--- src/rtl/pipe_stage_buf_pkg.sv ---
// Shared definitions for the inter-stage pipeline buffers: boundary widths,
// EX/MEM field layout, bubble constants and a pointer-wrap helper.
package pipe_pkg;

    // Bundle widths of each stage boundary.
    localparam int IF_ID_W  = 64;
    localparam int ID_EX_W  = 148;
    localparam int EX_MEM_W = 112;
    localparam int MEM_WB_W = 104;

    // EX/MEM field positions, MSB-first numbering [0:EX_MEM_W-1].
    localparam int EXM_NEXTPC_LO     = 0;
    localparam int EXM_NEXTPC_HI     = 31;
    localparam int EXM_OPB_LO        = 32;
    localparam int EXM_OPB_HI        = 63;
    localparam int EXM_DESTREG_LO    = 64;
    localparam int EXM_DESTREG_HI    = 68;
    localparam int EXM_ALURESULT_LO  = 69;
    localparam int EXM_ALURESULT_HI  = 100;
    localparam int EXM_PCTOREG       = 101;
    localparam int EXM_REGTOPC       = 102;
    localparam int EXM_JUMP          = 103;
    localparam int EXM_BRANCH        = 104;
    localparam int EXM_BRANCHZERO    = 105;
    localparam int EXM_REGWRITE      = 106;
    localparam int EXM_MEMTOREG      = 107;
    localparam int EXM_MEMWRITE      = 108;
    localparam int EXM_LOADSIGN      = 109;
    localparam int EXM_DSIZE_LO      = 110;
    localparam int EXM_DSIZE_HI      = 111;

    // Default bubbles: every control bit deasserted, so the word acts as a NOP.
    localparam logic [0:IF_ID_W-1]  IF_ID_BUBBLE  = {IF_ID_W{1'b0}};
    localparam logic [0:ID_EX_W-1]  ID_EX_BUBBLE  = {ID_EX_W{1'b0}};
    localparam logic [0:EX_MEM_W-1] EX_MEM_BUBBLE = {EX_MEM_W{1'b0}};
    localparam logic [0:MEM_WB_W-1] MEM_WB_BUBBLE = {MEM_WB_W{1'b0}};

    // What the buffer does to its occupancy this cycle ({push, pop}).
    typedef enum logic [1:0] {
        OP_IDLE = 2'b00,
        OP_POP  = 2'b01,
        OP_PUSH = 2'b10,
        OP_BOTH = 2'b11
    } buf_op_e;

    // Advance a circular pointer; depth need not be a power of two.
    function automatic logic [31:0] wrap_inc(input logic [31:0] ptr, input int unsigned depth);
        logic [31:0] last;
        last = depth - 32'd1;
        if (ptr == last) begin
            return 32'd0;
        end else begin
            return ptr + 32'd1;
        end
    endfunction

endpackage

--- src/rtl/pipe_stage_buf_if.sv ---
// Upstream/downstream valid-ready handshake bundle of one pipeline buffer.
// The slave view belongs to the buffer, the master view to its environment.
interface pipe_stage_buf_if import pipe_pkg::*; #(
    parameter int WIDTH = EX_MEM_W
);
    logic             in_valid;
    logic             in_ready;
    logic [0:WIDTH-1] in_data;
    logic             out_valid;
    logic             out_ready;
    logic [0:WIDTH-1] out_data;

    modport master (
        output in_valid, in_data, out_ready,
        input  in_ready, out_valid, out_data
    );

    modport slave (
        input  in_valid, in_data, out_ready,
        output in_ready, out_valid, out_data
    );
endinterface

--- src/rtl/pipe_stage_buf.sv ---
// Pipeline stage buffer: DEPTH-entry circular skid store with valid/ready on
// both sides, flush with bubble insertion and a saturating stall counter.
// All outputs come straight from registers; the next head word is computed
// ahead of the edge so out_data never depends combinationally on the inputs.
module pipe_stage_buf import pipe_pkg::*; #(
    parameter int               WIDTH  = EX_MEM_W,
    parameter int               DEPTH  = 2,
    parameter logic [0:WIDTH-1] BUBBLE = {WIDTH{1'b0}}
) (
    input  logic                       clk,
    input  logic                       reset,
    input  logic                       flush,
    pipe_stage_buf_if.slave            bus,
    output logic [$clog2(DEPTH+1)-1:0] count,
    output logic [15:0]                stall_cycles
);

    localparam int PTR_W = (DEPTH > 1) ? $clog2(DEPTH) : 1;
    localparam int CNT_W = $clog2(DEPTH + 1);

    logic [0:WIDTH-1] mem_r [DEPTH];
    logic [PTR_W-1:0] rd_ptr_r;
    logic [PTR_W-1:0] wr_ptr_r;
    logic [CNT_W-1:0] count_r;
    logic             out_valid_r;
    logic             in_ready_r;
    logic [0:WIDTH-1] out_data_r;
    logic [15:0]      stall_r;

    logic             push_s;
    logic             pop_s;
    buf_op_e          op_s;
    logic [PTR_W-1:0] rd_ptr_nxt_s;
    logic [PTR_W-1:0] wr_ptr_nxt_s;
    logic [PTR_W-1:0] rd_ptr_inc_s;
    logic [PTR_W-1:0] wr_ptr_inc_s;
    logic [CNT_W-1:0] count_nxt_s;
    logic [0:WIDTH-1] out_data_nxt_s;

    assign push_s = bus.in_valid && in_ready_r && !flush;
    assign pop_s  = out_valid_r && bus.out_ready && !flush;
    assign op_s   = buf_op_e'({push_s, pop_s});

    assign rd_ptr_inc_s = PTR_W'(wrap_inc(32'(rd_ptr_r), DEPTH));
    assign wr_ptr_inc_s = PTR_W'(wrap_inc(32'(wr_ptr_r), DEPTH));

    // Next pointers and occupancy; flush wins over any push or pop.
    always_comb begin
        rd_ptr_nxt_s = rd_ptr_r;
        wr_ptr_nxt_s = wr_ptr_r;
        count_nxt_s  = count_r;
        if (flush) begin
            rd_ptr_nxt_s = {PTR_W{1'b0}};
            wr_ptr_nxt_s = {PTR_W{1'b0}};
            count_nxt_s  = {CNT_W{1'b0}};
        end else begin
            case (op_s)
                OP_PUSH: begin
                    wr_ptr_nxt_s = wr_ptr_inc_s;
                    count_nxt_s  = count_r + CNT_W'(1);
                end
                OP_POP: begin
                    rd_ptr_nxt_s = rd_ptr_inc_s;
                    count_nxt_s  = count_r - CNT_W'(1);
                end
                OP_BOTH: begin
                    rd_ptr_nxt_s = rd_ptr_inc_s;
                    wr_ptr_nxt_s = wr_ptr_inc_s;
                end
                OP_IDLE: begin
                    count_nxt_s = count_r;
                end
                default: begin
                    count_nxt_s = count_r;
                end
            endcase
        end
    end

    // Head word for next cycle: bubble when empty, the incoming word when it
    // lands directly at the new head slot, otherwise the stored entry.
    always_comb begin
        out_data_nxt_s = BUBBLE;
        if (count_nxt_s == {CNT_W{1'b0}}) begin
            out_data_nxt_s = BUBBLE;
        end else if (push_s && (wr_ptr_r == rd_ptr_nxt_s)) begin
            out_data_nxt_s = bus.in_data;
        end else begin
            out_data_nxt_s = mem_r[rd_ptr_nxt_s];
        end
    end

    // Entry storage; contents carry no reset value.
    always_ff @(posedge clk) begin
        if (!reset && push_s) begin
            mem_r[wr_ptr_r] <= bus.in_data;
        end
    end

    // Control state, registered outputs and the saturating stall counter.
    always_ff @(posedge clk) begin
        if (reset) begin
            rd_ptr_r    <= {PTR_W{1'b0}};
            wr_ptr_r    <= {PTR_W{1'b0}};
            count_r     <= {CNT_W{1'b0}};
            out_valid_r <= 1'b0;
            in_ready_r  <= 1'b1;
            out_data_r  <= BUBBLE;
            stall_r     <= 16'h0000;
        end else begin
            rd_ptr_r    <= rd_ptr_nxt_s;
            wr_ptr_r    <= wr_ptr_nxt_s;
            count_r     <= count_nxt_s;
            out_valid_r <= (count_nxt_s != {CNT_W{1'b0}});
            in_ready_r  <= (count_nxt_s < CNT_W'(DEPTH));
            out_data_r  <= out_data_nxt_s;
            if (out_valid_r && !bus.out_ready && (stall_r != 16'hFFFF)) begin
                stall_r <= stall_r + 16'd1;
            end
        end
    end

    assign bus.in_ready  = in_ready_r;
    assign bus.out_valid = out_valid_r;
    assign bus.out_data  = out_data_r;
    assign count         = count_r;
    assign stall_cycles  = stall_r;

endmodule
--- src/flat_wrapper.sv ---
// flat-port wrapper written by rule: the top's interface ports become plain ports
module pipe_stage_buf_flat import pipe_pkg::*;
#(
    parameter int               WIDTH  = EX_MEM_W,
    parameter int               DEPTH  = 2,
    parameter logic [0:WIDTH-1] BUBBLE = {WIDTH{1'b0}}
)
  (clk, reset, flush, count, stall_cycles, bus_in_valid, bus_in_data, bus_out_ready, bus_in_ready, bus_out_valid, bus_out_data);
  pipe_stage_buf_if #(.WIDTH(WIDTH)) bus_i ();
  input  logic clk;
  input  logic reset;
  input  logic flush;
  output logic [$clog2(DEPTH+1)-1:0] count;
  output logic [15:0] stall_cycles;
  input wire logic [$bits(bus_i.in_valid)-1:0] bus_in_valid;
  input wire logic [$bits(bus_i.in_data)-1:0] bus_in_data;
  input wire logic [$bits(bus_i.out_ready)-1:0] bus_out_ready;
  output wire logic [$bits(bus_i.in_ready)-1:0] bus_in_ready;
  output wire logic [$bits(bus_i.out_valid)-1:0] bus_out_valid;
  output wire logic [$bits(bus_i.out_data)-1:0] bus_out_data;
  assign bus_i.in_valid = bus_in_valid;
  assign bus_i.in_data = bus_in_data;
  assign bus_i.out_ready = bus_out_ready;
  assign bus_in_ready = bus_i.in_ready;
  assign bus_out_valid = bus_i.out_valid;
  assign bus_out_data = bus_i.out_data;
  pipe_stage_buf #(.WIDTH(WIDTH), .DEPTH(DEPTH), .BUBBLE(BUBBLE)) u_core (.clk(clk), .reset(reset), .flush(flush), .bus(bus_i), .count(count), .stall_cycles(stall_cycles));
endmodule
--- config.mk ---
export PLATFORM = sky130hd
export DESIGN_NAME = pipe_stage_buf_flat
export DESIGN_NICKNAME = d
export VERILOG_FILES = /design/src/rtl/pipe_stage_buf_pkg.sv /design/src/rtl/pipe_stage_buf_if.sv /design/src/rtl/pipe_stage_buf.sv /design/src/flat_wrapper.sv
export SDC_FILE = /design/constraint.sdc
export NUM_CORES = 1
export LEC_CHECK = 0
export CORE_UTILIZATION = 52
export DETAILED_ROUTE_END_ITERATION = 8
export PLACE_DENSITY = 0.81
export SLEW_MARGIN = 0
export SYNTH_ARGS = -nofsm -noshare
export SYNTH_HDL_FRONTEND = slang
export SYNTH_SLANG_ARGS = --single-unit
--- constraint.sdc ---
create_clock -name clk -period 14.05 [get_ports clk]
set_input_delay 2.81 -clock clk [delete_from_list [all_inputs] [get_ports clk]]
set_output_delay 2.81 -clock clk [all_outputs]
set_load 0.01 [all_outputs]
# Yosys cells after proc, flatten, opt, wreduce, memory -nomap -nowiden
# Memory sizes are Yosys's and may differ from the RTL's. A register that Yosys moved wholly into a read port is not among the register bits.
# Index checks and enable logic that the tools add are counted.
[word_totals]
register_bits = 22
mem_bits_ro = 0
ramBits = 224
elab_cells = 41
input_bits = 117
latchBits = 0
memories = 1
[memory_table]
columns = ["memory", "depth", "word_bits", "read_ports", "rd_ports_with_merged_regs", "write_ports", "line", "text"]
rows = [
  ["u_core.mem_r", 2, 112, 1, 1, 1, "pipe_stage_buf.sv:21", "logic [0:WIDTH-1] mem_r [DEPTH];"],
]
[classes]
mul = 0
magnitude_cmp = 1
n_bitwise = 0
muxes = 8
n_addsub = 5
reduce_logical = 16
div_mod_pow = 0
n_shift = 0
eq_ne = 4
[ops]
columns = ["op", "count"]
rows = [
  ["$add A16 B1 Y16 const B", 1],
  ["$ne A16 B16 Y1 const B", 1],
  ["$reduce_or A2 Y1", 4],
  ["$logic_and A1 B1 Y1", 7],
  ["$mux W1", 6],
  ["$eq A2 B2 Y1 const B", 2],
  ["$pmux W2 S2", 1],
  ["$logic_not A1 Y1", 3],
  ["$add A1 B1 Y1 const B", 2],
  ["$add A2 B1 Y2 const B", 1],
  ["$eq A2 B1 Y1 const B", 1],
  ["$logic_not A2 Y1", 1],
  ["$lt A2 B2 Y1 const B", 1],
  ["$mux W2", 1],
  ["$reduce_bool A2 Y1", 1],
  ["$sub A2 B1 Y2 const B", 1],
]

# Logic depth before layout (Yosys ltp)
# Gate-level depths: netlist of run 1.
[depth]
ltp_word = 7
depth_mapped = 10
mapped_depth_nobuf = 8

# Worst setup path before layout of run 1
# No wires, ideal clock.
[synth_path]
path_kind = "input to register"
start = "in reset"
end = "mem u_core.mem_r[0][0] (netlist name) (enable)"
path_stages = 4
path_buffers = 3
arrival_ps = 11077
slack_ps = 2253
cell_sequence = "clkbuf_1 clkbuf_1 buf_1 nor3_1"
[synth_between]
elab_chain_cells = 4
[synth_lines]
columns = ["item", "line", "text"]
rows = [
  ["start, declared", "flat_wrapper.sv:11", "input logic reset;"],
  ["$logic_not A1 Y1", "pipe_stage_buf.sv:95", "if (!reset && push_s) begin"],
  ["$logic_and A1 B1 Y1", "pipe_stage_buf.sv:95", ""],
  ["$mux W1", "pipe_stage_buf.sv:95", ""],
  ["$mux W1 (not written as such)", "pipe_stage_buf.sv:96", "mem_r[wr_ptr_r] <= bus.in_data;"],
  ["end, declared", "pipe_stage_buf.sv:21", ""],
]
# Every way passes these cells.

# Worst setup path after layout of run 1
[layout_path]
start = "in bus_out_ready"
end = "reg u_core.out_data_r (netlist bit u_core.bus.out_data[72]), read port of u_core.mem_r"
[layout_between]
elab_chain_cells = 7
elab_cells_between_ends = 12
[layout_lines]
columns = ["item", "line", "text"]
rows = [
  ["start, declared", "flat_wrapper.sv:17", "input wire logic [$bits(bus_i.out_ready)-1:0] bus_out_ready;"],
  ["$logic_and A1 B1 Y1 * (2 in series)", "pipe_stage_buf.sv:41", "assign pop_s = out_valid_r && bus.out_ready && !flush;"],
  ["$eq A2 B1 Y1 or $eq A2 B2 Y1 (tied branches)", "pipe_stage_buf.sv:57", "case (op_s)"],
  ["$pmux W2 S2", "pipe_stage_buf.sv:57", ""],
  ["$mux W2", "pipe_stage_buf.sv:52", "if (flush) begin"],
  ["$logic_not A2 Y1", "pipe_stage_buf.sv:84", "if (count_nxt_s == {CNT_W{1'b0}}) begin"],
  ["$reduce_or A2 Y1 (no source line)", "n/a", ""],
  ["end, declared", "pipe_stage_buf.sv:27", "logic [0:WIDTH-1] out_data_r;"],
]
# Every way passes the cells marked *; elsewhere a longest branch is shown, timed or not.
# A chain may end at the register's enable or synchronous reset.

==> results.json, run 1 <==
{
  "run_status": "completed",
  "drt.antenna.violating_nets": 0,
  "place_worst_setup_slack_ps": 7556,
  "syn_area_per_cell_um2": 15.23,
  "multi_input_area_um2": 3761,
  "crit_path_frequent_cell": "sky130_fd_sc_hd__buf_4",
  "chipHeight_um": 163.1,
  "maximum_number_of_pins_on_one_net_before_global_route_repair": 62,
  "remaining_drc_errors": 0,
  "via_count_of_the_first_global_routing_pass": 8466,
  "crit_path_cell_trace": "clkdlybuf4s50_1, a21boi_1, o21ai_4, buf_4, buf_4, mux2i_1, a211oi_2",
  "antennaDiodeCount": 0,
  "number_of_buffers_inserted_during_clock_tree_synthesis": 37,
  "vdd_ir_drop_max_mv": 0.1117,
  "holdCritPathClass": "flop to flop",
  "nets": 1241,
  "arrival_ps": 6340,
  "seq_total_area_yosys_pct": 69.73,
  "globalRoute.totalOverflow": 0,
  "final_critical_path_setup_slack_ps": 8056,
  "ff_latch_count_synth": 358,
  "post_cts_repair_setup_buffers": 0,
  "drt_pre_antenna_iters": 5,
  "cell_area_after_layout_um2": 17500,
  "fin_tns_setup_ps": 0,
  "antenna_violations_before_repair": 2,
  "starting_utilization_of_the_core_area_pct": 53.28,
  "asyncSetResetFlopFracSynth_pct": 0,
  "via_per_inst": 5.640,
  "die_area_um2": 26600,
  "drt-wirelength-per-cell_um": 20.62,
  "worst_skew_pair.late_latency_ps": 520,
  "clkSinkCount": 358,
  "timing.final.crit_period_ps": 5994,
  "cts_buffer_depth": 3,
  "slew_headroom_pct": 32.54,
  "std_cell_rows": 58,
  "chipWidth_um": 163.1,
  "layout.area.seq_um2": 9409,
  "required_ps": 14390,
  "core_ar_um2": 25330,
  "fillCellCount": 1706,
  "setup.worst_path.end_class": "flop",
  "clock-skew-final_ps": 12.13,
  "dpl.hpwl_mm": 17.73,
  "cts-hold-fix-buffers": 0,
  "max_clock_freq_mhz": 166.8,
  "setup_repair_after_global_routing_missed_its_margin": "no",
  "p_leak_nw": 6.504,
  "synthesis.yosys.warnings": 0,
  "final_layout_size_suffix_gt1_share_pct": 14.10,
  "timing.final.max_slew_violations": 0,
  "tcrit_tclk_final_pct": 42.66,
  "synthesis.instances": 886,
  "master_cell_of_the_clock_root_buffer": "sky130_fd_sc_hd__clkbuf_16",
  "setup_violating_endpoint_count_in_the_final_report": 0,
  "final_cells": 1479,
  "worst-path-buf-inv": 3,
  "io_pins": 249,
  "cts_max_level": 2,
  "drt_iter0_drc": 687,
  "synth_fp_nets": 1007,
  "gpl.final_weighted_congestion": 0.8322,
  "power.density_nw_per_um2": 130.9,
  "crit_path_top_delay_cell": "sky130_fd_sc_hd__buf_4",
  "routed-via-count": 8341,
  "critPathMaxFanout": 55,
  "placed_area_um2": 16190,
  "groute.usage.overall_pct": 22.80,
  "grt_pass1_wl_mm": 47.11,
  "start_kind": "input pin",
  "total_power_consumption_of_the_routed_design_mw": 2.290,
  "max_cap_viol_count": 0,
  "portBuffers": 248,
  "cts.repair.resized": 0,
  "area_delta_synth_final_pct": 29.65,
  "wl_mm": 30.50,
  "place.detailed.instances": 1411,
  "clk_pin_slew_ps": 60,
  "critical_path_class": "input pin to flop",
  "tritoncts_clock_tree": "built",
  "synth-edff-count": 224,
  "critical-path-max-stage-delay_ps": 870,
  "syn_area_um2": 13490,
  "worst_pin_slew_ps": 1012,
  "finalHoldViolCount": 0,
  "critPathTopFamily": "buffers and inverters",
  "yosys.cell_types.count": 43,
  "dominantRegCellSynth": "sky130_fd_sc_hd__edfxtp_1"
}
cells in the mapped netlist, types with 2 or more instances:
cell type / number / area share (%)
sky130_fd_sc_hd__a211oi_1: 35 / 1.9
sky130_fd_sc_hd__a211oi_2: 80 / 7.4
sky130_fd_sc_hd__a21oi_1: 121 / 4.5
sky130_fd_sc_hd__and2_1: 4 / 0.19
sky130_fd_sc_hd__and3b_1: 2 / 0.13
sky130_fd_sc_hd__buf_1: 8 / 0.22
sky130_fd_sc_hd__buf_2: 21 / 0.78
sky130_fd_sc_hd__buf_4: 2 / 0.11
sky130_fd_sc_hd__buf_6: 9 / 0.75
sky130_fd_sc_hd__clkbuf_1: 27 / 0.75
sky130_fd_sc_hd__dfxtp_1: 134 / 20
sky130_fd_sc_hd__edfxtp_1: 224 / 50
sky130_fd_sc_hd__ha_1: 4 / 0.37
sky130_fd_sc_hd__inv_1: 5 / 0.14
sky130_fd_sc_hd__mux2_1: 6 / 0.50
sky130_fd_sc_hd__mux2i_1: 113 / 8.4
sky130_fd_sc_hd__nand2_1: 10 / 0.28
sky130_fd_sc_hd__nand2b_1: 6 / 0.28
sky130_fd_sc_hd__nand3_1: 7 / 0.26
sky130_fd_sc_hd__nand4_1: 6 / 0.28
sky130_fd_sc_hd__nor2_1: 14 / 0.39
sky130_fd_sc_hd__nor2b_1: 6 / 0.28
sky130_fd_sc_hd__nor3_1: 9 / 0.33
sky130_fd_sc_hd__nor4_1: 3 / 0.14
sky130_fd_sc_hd__o2111ai_2: 2 / 0.22
sky130_fd_sc_hd__o21ai_0: 2 / 0.074
sky130_fd_sc_hd__o31ai_1: 3 / 0.17
sky130_fd_sc_hd__or3_1: 2 / 0.093
sky130_fd_sc_hd__or4_1: 4 / 0.22
sky130_fd_sc_hd__xnor2_1: 3 / 0.19
sky130_fd_sc_hd__xor2_1: 2 / 0.13
worst min-delay path, stage by stage, from the launching register on:
cell and delay [ps]:
sky130_fd_sc_hd__dfxtp_1 340, sky130_fd_sc_hd__nand2b_1 80, sky130_fd_sc_hd__mux2i_1 60
power by group:
part / switching (mW) / internal (mW) / total (mW)
Clock: 0.389 / 0.629 / 1.02
Combinational: 0.0659 / 0.0620 / 0.128
Sequential: 0.00655 / 1.14 / 1.15
path summary, 6_finish.rpt:
check,from,to,slack (ps),cells past startpoint
setup reg to reg,u_core.bus.out_valid,u_core.bus.out_data[72],10480,6
setup / recovery,bus_out_ready,u_core.bus.out_data[72],8060,7
hold reg to reg,u_core.stall_cycles[1],u_core.stall_cycles[1],530,2
hold / removal,u_core.stall_cycles[1],u_core.stall_cycles[1],530,2
per-stage QoR:
stage	hold slack (ps)	util, %
6_report	525.7	69.08
5_1_grt	548.8	69.08
4_1_cts	526.6	69.08
3_5_place_dp	518.9	63.94
3_3_place_gp	494.3	63.94
2_1_floorplan	513.8	-
registers in the layout, indices dropped and copies added, names as in the netlist:
| name | count |
|---|---|
| u_core.wr_ptr_r | 1 |
| u_core.stall_cycles | 16 |
| u_core.bus.out_valid | 1 |
| u_core.mem_r | 224 |
| u_core.bus.in_ready | 1 |
| u_core.rd_ptr_r | 1 |
| u_core.count | 2 |
| u_core.bus.out_data | 112 |
placed cells by master (no fill, tap or decap), types with 3 or more instances in the layout:
cell                              instances
sky130_fd_sc_hd__and2_1                   3
sky130_fd_sc_hd__a211oi_2                80
sky130_fd_sc_hd__clkbuf_1                 5
sky130_fd_sc_hd__xnor2_1                  3
sky130_fd_sc_hd__clkbuf_16               39
sky130_fd_sc_hd__nor3_1                   7
sky130_fd_sc_hd__clkbuf_8                 9
sky130_fd_sc_hd__clkdlybuf4s50_1        248
sky130_fd_sc_hd__clkinv_2                 4
sky130_fd_sc_hd__a211oi_1                35
sky130_fd_sc_hd__mux2i_1                113
sky130_fd_sc_hd__nand2_1                 10
sky130_fd_sc_hd__dfxtp_1                134
sky130_fd_sc_hd__inv_1                    5
sky130_fd_sc_hd__mux2_1                   6
sky130_fd_sc_hd__nand3_1                  7
sky130_fd_sc_hd__edfxtp_1               224
sky130_fd_sc_hd__o31ai_1                  3
sky130_fd_sc_hd__nor4_1                   3
sky130_fd_sc_hd__nor2_1                  14
sky130_fd_sc_hd__a21oi_1                121
sky130_fd_sc_hd__nand4_1                  6
sky130_fd_sc_hd__nand2b_1                 6
sky130_fd_sc_hd__or4_1                    4
sky130_fd_sc_hd__clkinv_1                 3
sky130_fd_sc_hd__ha_1                     4
sky130_fd_sc_hd__buf_4                   14
sky130_fd_sc_hd__nor2b_1                  6
sky130_fd_sc_hd__bufinv_16                4
final cells by class:
| cell class | count | area share (%) |
|---|---|---|
| clock inverter | 15 | 1.051 |
| timing repair buffer | 262 | 14.79 |
| sequential | 358 | 53.78 |
| multi-input combinational | 455 | 21.50 |
| tap | 330 | 2.360 |
| clock buffer | 53 | 6.393 |
| inverter | 6 | 0.1287 |
layer usage:
| layer | vias to the layer above | track usage [%] | part of all wire [%] |
|---|---|---|---|
| met5 | - | 0 | 0.092 |
| met4 | 4 | 7.562 | 2.7 |
| met3 | 53 | 4.825 | 6.2 |
| met2 | 295 | 36.89 | 49 |
| met1 | 4101 | 30.67 | 42 |
| li1 | 3888 | - | - |
cells by family (layout without fill, tap and decap cells):
| family | after synthesis | count (layout) | synth area share (%) |
|---|---|---|---|
| flip-flops | 358 | 358 | 69.73 |
| AO/OA/AOI/OAI | 249 | 249 | 14.69 |
| multiplexers | 119 | 119 | 8.883 |
| AND/OR/NAND/NOR | 78 | 78 | 3.227 |
| buffers and inverters | 73 | 336 | 2.782 |
| XOR/XNOR | 5 | 5 | 0.3246 |
| adder cells (fa/ha/maj) | 4 | 4 | 0.3709 |
(Power assumes the default switching activity.)
==> inputs of run 2 (changes only) <==
clock period = 6.1 ns   (was 14.05 ns; I/O delays follow)
==> run 2 against run 1 <==
  * Register-to-register slack worse by 7100 ps
  * Die area unchanged
  * Combinational power up 130%
  * Via count up 1.1%
  * Final cell count up 0.20%
  * First-iteration DRC count down 13%
  * Sequential power up 130%
  * Sequential cell count unchanged
==> results.json, run 2 (same netlist as run 1, synthesis figures left out) <==
{
  "run_status": "completed",
  "power.density_nw_per_um2": 292.6,
  "master_cell_of_the_clock_root_buffer": "sky130_fd_sc_hd__clkbuf_16",
  "pwr-share-seq_pct": 51.7,
  "whs_path_depth": 2,
  "pwr-share-comb_pct": 5.8,
  "via_per_inst": 5.692,
  "core_ar_um2": 25330,
  "place_worst_setup_slack_ps": 1996,
  "tritoncts_clock_tree": "built",
  "p_leak_nw": 6.479,
  "holdCritPathClass": "flop to flop",
  "critical_path.reg2reg.startpoint": "u_core.bus.out_valid",
  "via_count_of_the_first_global_routing_pass": 8415,
  "chipHeight_um": 163.1,
  "largest_register": "u_core.mem_r",
  "clock-skew-final_ps": 12.64,
  "timing.final.crit_period_ps": 3664,
  "clk_pin_slew_ps": 60,
  "vdd_ir_drop_max_mv": 0.2358,
  "power_report.internal_total_mw": 4.046,
  "portBuffers": 248,
  "gpl.final_weighted_congestion": 0.8152,
  "worstReg2RegEnd": "u_core.bus.out_data[84]",
  "timing.critical_path.to": "u_core.bus.out_data[84]",
  "number_of_buffers_inserted_during_clock_tree_synthesis": 37,
  "drt.antenna.violating_nets": 0,
  "setup.worst_path.end_class": "flop",
  "cts_max_level": 2,
  "max_clock_freq_mhz": 272.9,
  "flip_flop_count_of_the_largest_register_after_layout": 224,
  "power.clock.fraction_pct": 42.4,
  "total_power_consumption_of_the_routed_design_mw": 5.103,
  "rrSetupSlack_ps": 3400,
  "groute.usage.overall_pct": 22.80,
  "worst_pin_slew_ps": 863.4,
  "layout.cells.most_common": "sky130_fd_sc_hd__clkdlybuf4s50_1",
  "dpl.hpwl_mm": 17.47,
  "placed_area_um2": 16260,
  "starting_utilization_of_the_core_area_pct": 53.28,
  "area_delta_synth_final_pct": 29.27,
  "final_layout_size_suffix_gt1_share_pct": 13.39,
  "post_cts_repair_setup_buffers": 0,
  "final_critical_path_setup_slack_ps": 2436,
  "globalRoute.totalOverflow": 0,
  "cts.repair.resized": 0,
  "required_ps": 6450,
  "arrival_ps": 4020,
  "grt_pass1_wl_mm": 47.13,
  "timing.final.max_slew_violations": 0,
  "die_area_um2": 26600,
  "remaining_drc_errors": 0,
  "wl_mm": 30.59,
  "fin_util_pct": 68.88,
  "ff2ff_path_depth": 9,
  "antenna_violations_before_repair": 2,
  "routed-via-count": 8435,
  "setup_violating_endpoint_count_in_the_final_report": 0,
  "setup_repair_after_global_routing_missed_its_margin": "no",
  "crit_start": "flush",
  "chipWidth_um": 163.1,
  "nets": 1242,
  "net_sw_share_pct": 20.71,
  "slew_headroom_pct": 42.44,
  "cts_buffer_depth": 3,
  "drt_iter0_drc": 600,
  "drt-wirelength-per-cell_um": 20.64,
  "commonest_cells_after_routing_fill_and_taps_aside": "sky130_fd_sc_hd__clkdlybuf4s50_1 (248), sky130_fd_sc_hd__edfxtp_1 (224), sky130_fd_sc_hd__dfxtp_1 (134)",
  "tcrit_tclk_final_pct": 60.06,
  "max_cap_viol_count": 0,
  "std_cell_rows": 58,
  "start_kind": "input pin",
  "maximum_number_of_pins_on_one_net_before_global_route_repair": 108,
  "io_pins": 249,
  "finalHoldViolCount": 0,
  "cts-hold-fix-buffers": 0,
  "critPathMaxFanout": 107,
  "worst_skew_pair.late_latency_ps": 520,
  "fillCellCount": 1717,
  "clkSinkCount": 358,
  "drt_pre_antenna_iters": 4,
  "cell_area_after_layout_um2": 17440,
  "sw_pwr_mw": 1.057,
  "critical_path_class": "input pin to flop"
}
run 2: per-layer routing:
metal	track usage (%)	routed length [µm]
met2	37.37	15160
met3	4.038	1702
met4	8.114	884
met1	30.55	12840
met5	0	0
run 2: worst max-delay path, stage by stage:
cell	delay, ps
sky130_fd_sc_hd__clkdlybuf4s50_1	590
sky130_fd_sc_hd__inv_1	160
sky130_fd_sc_hd__and3_1	210
sky130_fd_sc_hd__inv_1	180
sky130_fd_sc_hd__ha_1	250
sky130_fd_sc_hd__xor2_1	160
sky130_fd_sc_hd__nand2_1	100
sky130_fd_sc_hd__o211ai_4	310
sky130_fd_sc_hd__buf_12	480
sky130_fd_sc_hd__a211oi_1	110
run 2: how the worst min path moves through the flow:
| stage | start | end | slack (ps) |
|---|---|---|---|
| after global placement | u_core.stall_cycles[9] | u_core.stall_cycles[9] | 500 |
| after global routing | u_core.stall_cycles[9] | u_core.stall_cycles[9] | 540 |
| final | u_core.stall_cycles[14] | u_core.stall_cycles[14] | 520 |
| after CTS | u_core.stall_cycles[14] | u_core.stall_cycles[14] | 520 |
| after floorplan | u_core.stall_cycles[9] | u_core.stall_cycles[9] | 510 |
| after detailed placement | u_core.stall_cycles[14] | u_core.stall_cycles[14] | 510 |
run 2: cell type report:
cell class	count	area [µm²]	area share, %
inverter	6	22.52	0.1291
timing repair buffer	263	2645	15.16
sequential	358	9409	53.94
tap	330	412.9	2.367
antenna	2	5.005	0.02869
clock inverter	12	86.33	0.4949
multi-input combinational	455	3774	21.63
clock buffer	56	1090	6.247
run 2: metrics by stage:
| step | hold WS [ps] | cells | setup TNS, ps |
|---|---|---|---|
| 2_1_floorplan | 513.8 | 886 | -134460 |
| 3_3_place_gp | 497.3 | 1412 | 0 |
| 3_5_place_dp | 506.9 | 1412 | 0 |
| 4_1_cts | 517.5 | 1480 | 0 |
| 5_1_grt | 538.2 | 1482 | 0 |
| 6_report | 516.5 | 1482 | 0 |
run 2: power groups by stage:
| stage | sequential, mW | clock [mW] | combinational, mW |
|---|---|---|---|
| after CTS | 2.64 | 2.20 | 0.300 |
| after detailed placement | 2.69 | 0 | 0.298 |
| after floorplan | 2.70 | 0 | 0.114 |
| after global routing | 2.64 | 2.30 | 0.318 |
| final | 2.64 | 2.17 | 0.298 |
| after global placement | 2.69 | 0 | 0.290 |
==> inputs of run 3 (changes only) <==
CORE_UTILIZATION = 47   (was 52)
PLACE_DENSITY = 0.78   (was 0.81)
clock period = 3.33 ns   (was 6.1 ns; I/O delays follow)
==> run 3 against run 2 <==
  * Clock-buffer cell count increased by 2
  * Clock power increased by 75%
  * Wire length decreased by 0.13%
  * Highest routed layer unchanged
  * Sequential share of layout area decreased by 0.87 points
  * Setup slack got worse by 1600 ps
  * Sequential cell count unchanged
  * Non-clock buffer count increased by 12
  * Die area increased by 11%
==> results.json, run 3 (same netlist as run 1, synthesis figures left out) <==
{
  "timing.final.crit_period_ps": 2522,
  "remaining_drc_errors": 0,
  "drt_pre_antenna_iters": 5,
  "wl_mm": 30.55,
  "chipWidth_um": 171.4,
  "die_area_um2": 29390,
  "p_leak_nw": 6.585,
  "area_delta_synth_final_pct": 31.39,
  "clk_pin_slew_ps": 60,
  "maximum_number_of_pins_on_one_net_before_global_route_repair": 82,
  "largest_register": "u_core.mem_r",
  "std_cell_rows": 61,
  "post_cts_repair_setup_buffers": 0,
  "grt_pass1_wl_mm": 46.10,
  "drt_iter0_drc": 644,
  "arrival_ps": 2890,
  "layout.cells.most_common": "sky130_fd_sc_hd__clkdlybuf4s50_1",
  "dpl.hpwl_mm": 18.65,
  "slew_headroom_pct": 53.75,
  "layout.area.seq_um2": 9409,
  "flip_flop_count_of_the_largest_register_after_layout": 224,
  "clock-skew-final_ps": 15.52,
  "routed-via-count": 8417,
  "total_power_consumption_of_the_routed_design_mw": 9.193,
  "master_cell_of_the_clock_root_buffer": "sky130_fd_sc_hd__clkbuf_16",
  "nets": 1255,
  "run_status": "completed",
  "antenna_violations_before_repair": 5,
  "cts.repair.resized": 0,
  "crit_path_cell_trace": "clkdlybuf4s50_1, inv_1, and3_1, inv_1, ha_1, xor2_1, nand2_1, o211ai_4, buf_12, buf_12, a211oi_2",
  "required_ps": 3700,
  "worst-path-buf-inv": 5,
  "timing.final.max_slew_violations": 0,
  "critical_path_class": "input pin to flop",
  "whs_path_depth": 2,
  "cts_max_level": 2,
  "number_of_buffers_inserted_during_clock_tree_synthesis": 38,
  "drt.antenna.violating_nets": 0,
  "starting_utilization_of_the_core_area_pct": 48.18,
  "core_ar_um2": 28010,
  "via_count_of_the_first_global_routing_pass": 8354,
  "max_clock_freq_mhz": 396.5,
  "gpl.final_weighted_congestion": 0.8762,
  "worst_skew_pair.late_latency_ps": 510,
  "io_pins": 249,
  "commonest_cells_after_routing_fill_and_taps_aside": "sky130_fd_sc_hd__clkdlybuf4s50_1 (248), sky130_fd_sc_hd__edfxtp_1 (224), sky130_fd_sc_hd__dfxtp_1 (134)",
  "max_cap_viol_count": 0,
  "fin_util_pct": 63.30,
  "portBuffers": 248,
  "path_depth": 11,
  "multi_input_area_um2": 3774,
  "tcrit_tclk_final_pct": 75.74,
  "groute.usage.overall_pct": 20.41,
  "chipHeight_um": 171.4,
  "start_kind": "input pin",
  "worst_pin_slew_ps": 687.5,
  "holdCritPathClass": "flop to flop",
  "clkSinkCount": 358,
  "final_layout_size_suffix_gt1_share_pct": 13.94,
  "crit_path_top_delay_cell": "sky130_fd_sc_hd__clkdlybuf4s50_1",
  "vdd_ir_drop_max_mv": 0.3531,
  "cts_buffer_depth": 3,
  "power.density_nw_per_um2": 518.5,
  "critical-path-max-stage-delay_ps": 600,
  "drt-wirelength-per-cell_um": 19.77,
  "tritoncts_clock_tree": "built",
  "cts-hold-fix-buffers": 0,
  "ff2ff_path_depth": 10,
  "fillCellCount": 2086,
  "setup_violating_endpoint_count_in_the_final_report": 0,
  "critPathMaxFanout": 22,
  "critPathTopFamily": "buffers and inverters",
  "finalHoldViolCount": 0,
  "setup_repair_after_global_routing_missed_its_margin": "no",
  "globalRoute.totalOverflow": 0,
  "via_per_inst": 5.448,
  "setup.worst_path.end_class": "flop"
}
[run 3: changes by cell type in the layout (fill, tap and decap cells not counted), sizes merged]
cell / previous run / this run
buf: 15 / 27
diode: 2 / 5
clkbuf: 56 / 58
bufinv: 1 / 0
inv: 8 / 7
[run 3: where the power goes]
group	internal [mW]	switching, mW
sequential	4.80	0.0274
clock	2.21	1.58
combinational	0.286	0.284
[run 3: worst reg2reg max path, stage by stage, from the launching register on]
cell and delay, ps:
sky130_fd_sc_hd__dfxtp_1 440, sky130_fd_sc_hd__and2_1 250, sky130_fd_sc_hd__nand2_1 90, sky130_fd_sc_hd__inv_1 80, sky130_fd_sc_hd__ha_1 190, sky130_fd_sc_hd__xor2_1 150
sky130_fd_sc_hd__nand2_1 100, sky130_fd_sc_hd__o211ai_4 240, sky130_fd_sc_hd__buf_12 190, sky130_fd_sc_hd__buf_12 210, sky130_fd_sc_hd__a211oi_2 70
[run 3: metrics by stage]
stage	cell area (µm²)	hold slack (ps)	TNS, ps	setup WS [ps]	cells
finish	17730	509.6	0	807.8	1545
global route	17730	549.8	0	648.2	1544
CTS	17720	508.5	0	816.7	1540
detailed placement	16600	500.4	0	290.6	1472
global placement	16600	492.1	0	344.2	1472
floorplan	13560	512.9	-198630	-891.1	886
[run 3: final timing paths]
check	startpoint	slack [ps]	endpoint
worst max-delay path	flush	810	u_core.bus.out_data[42]
worst min-delay path	u_core.stall_cycles[1]	510	u_core.stall_cycles[1]
worst max register to register	u_core.bus.out_valid	1190	u_core.bus.out_data[42]
worst min register to register	u_core.stall_cycles[1]	510	u_core.stall_cycles[1]
[run 3: area by class of cell]
class | count | share of cell area, %
diodes | 5 | 0.07057
flip-flops and latches | 358 | 53.07
well taps | 378 | 2.668
clock buffers | 58 | 6.020
multi-input cells | 455 | 21.28
inverters | 6 | 0.1270
clock inverters | 10 | 0.2752
repair buffers | 275 | 16.49
[run 3: metal layers]
layer	wire length [µm]	track usage, %	vias up
met2	14990	33.18	294
met1	12920	26.92	4159
met3	1873	4.119	48
met4	760	7.803	0
met5	0	0	-
li1	-	-	3916
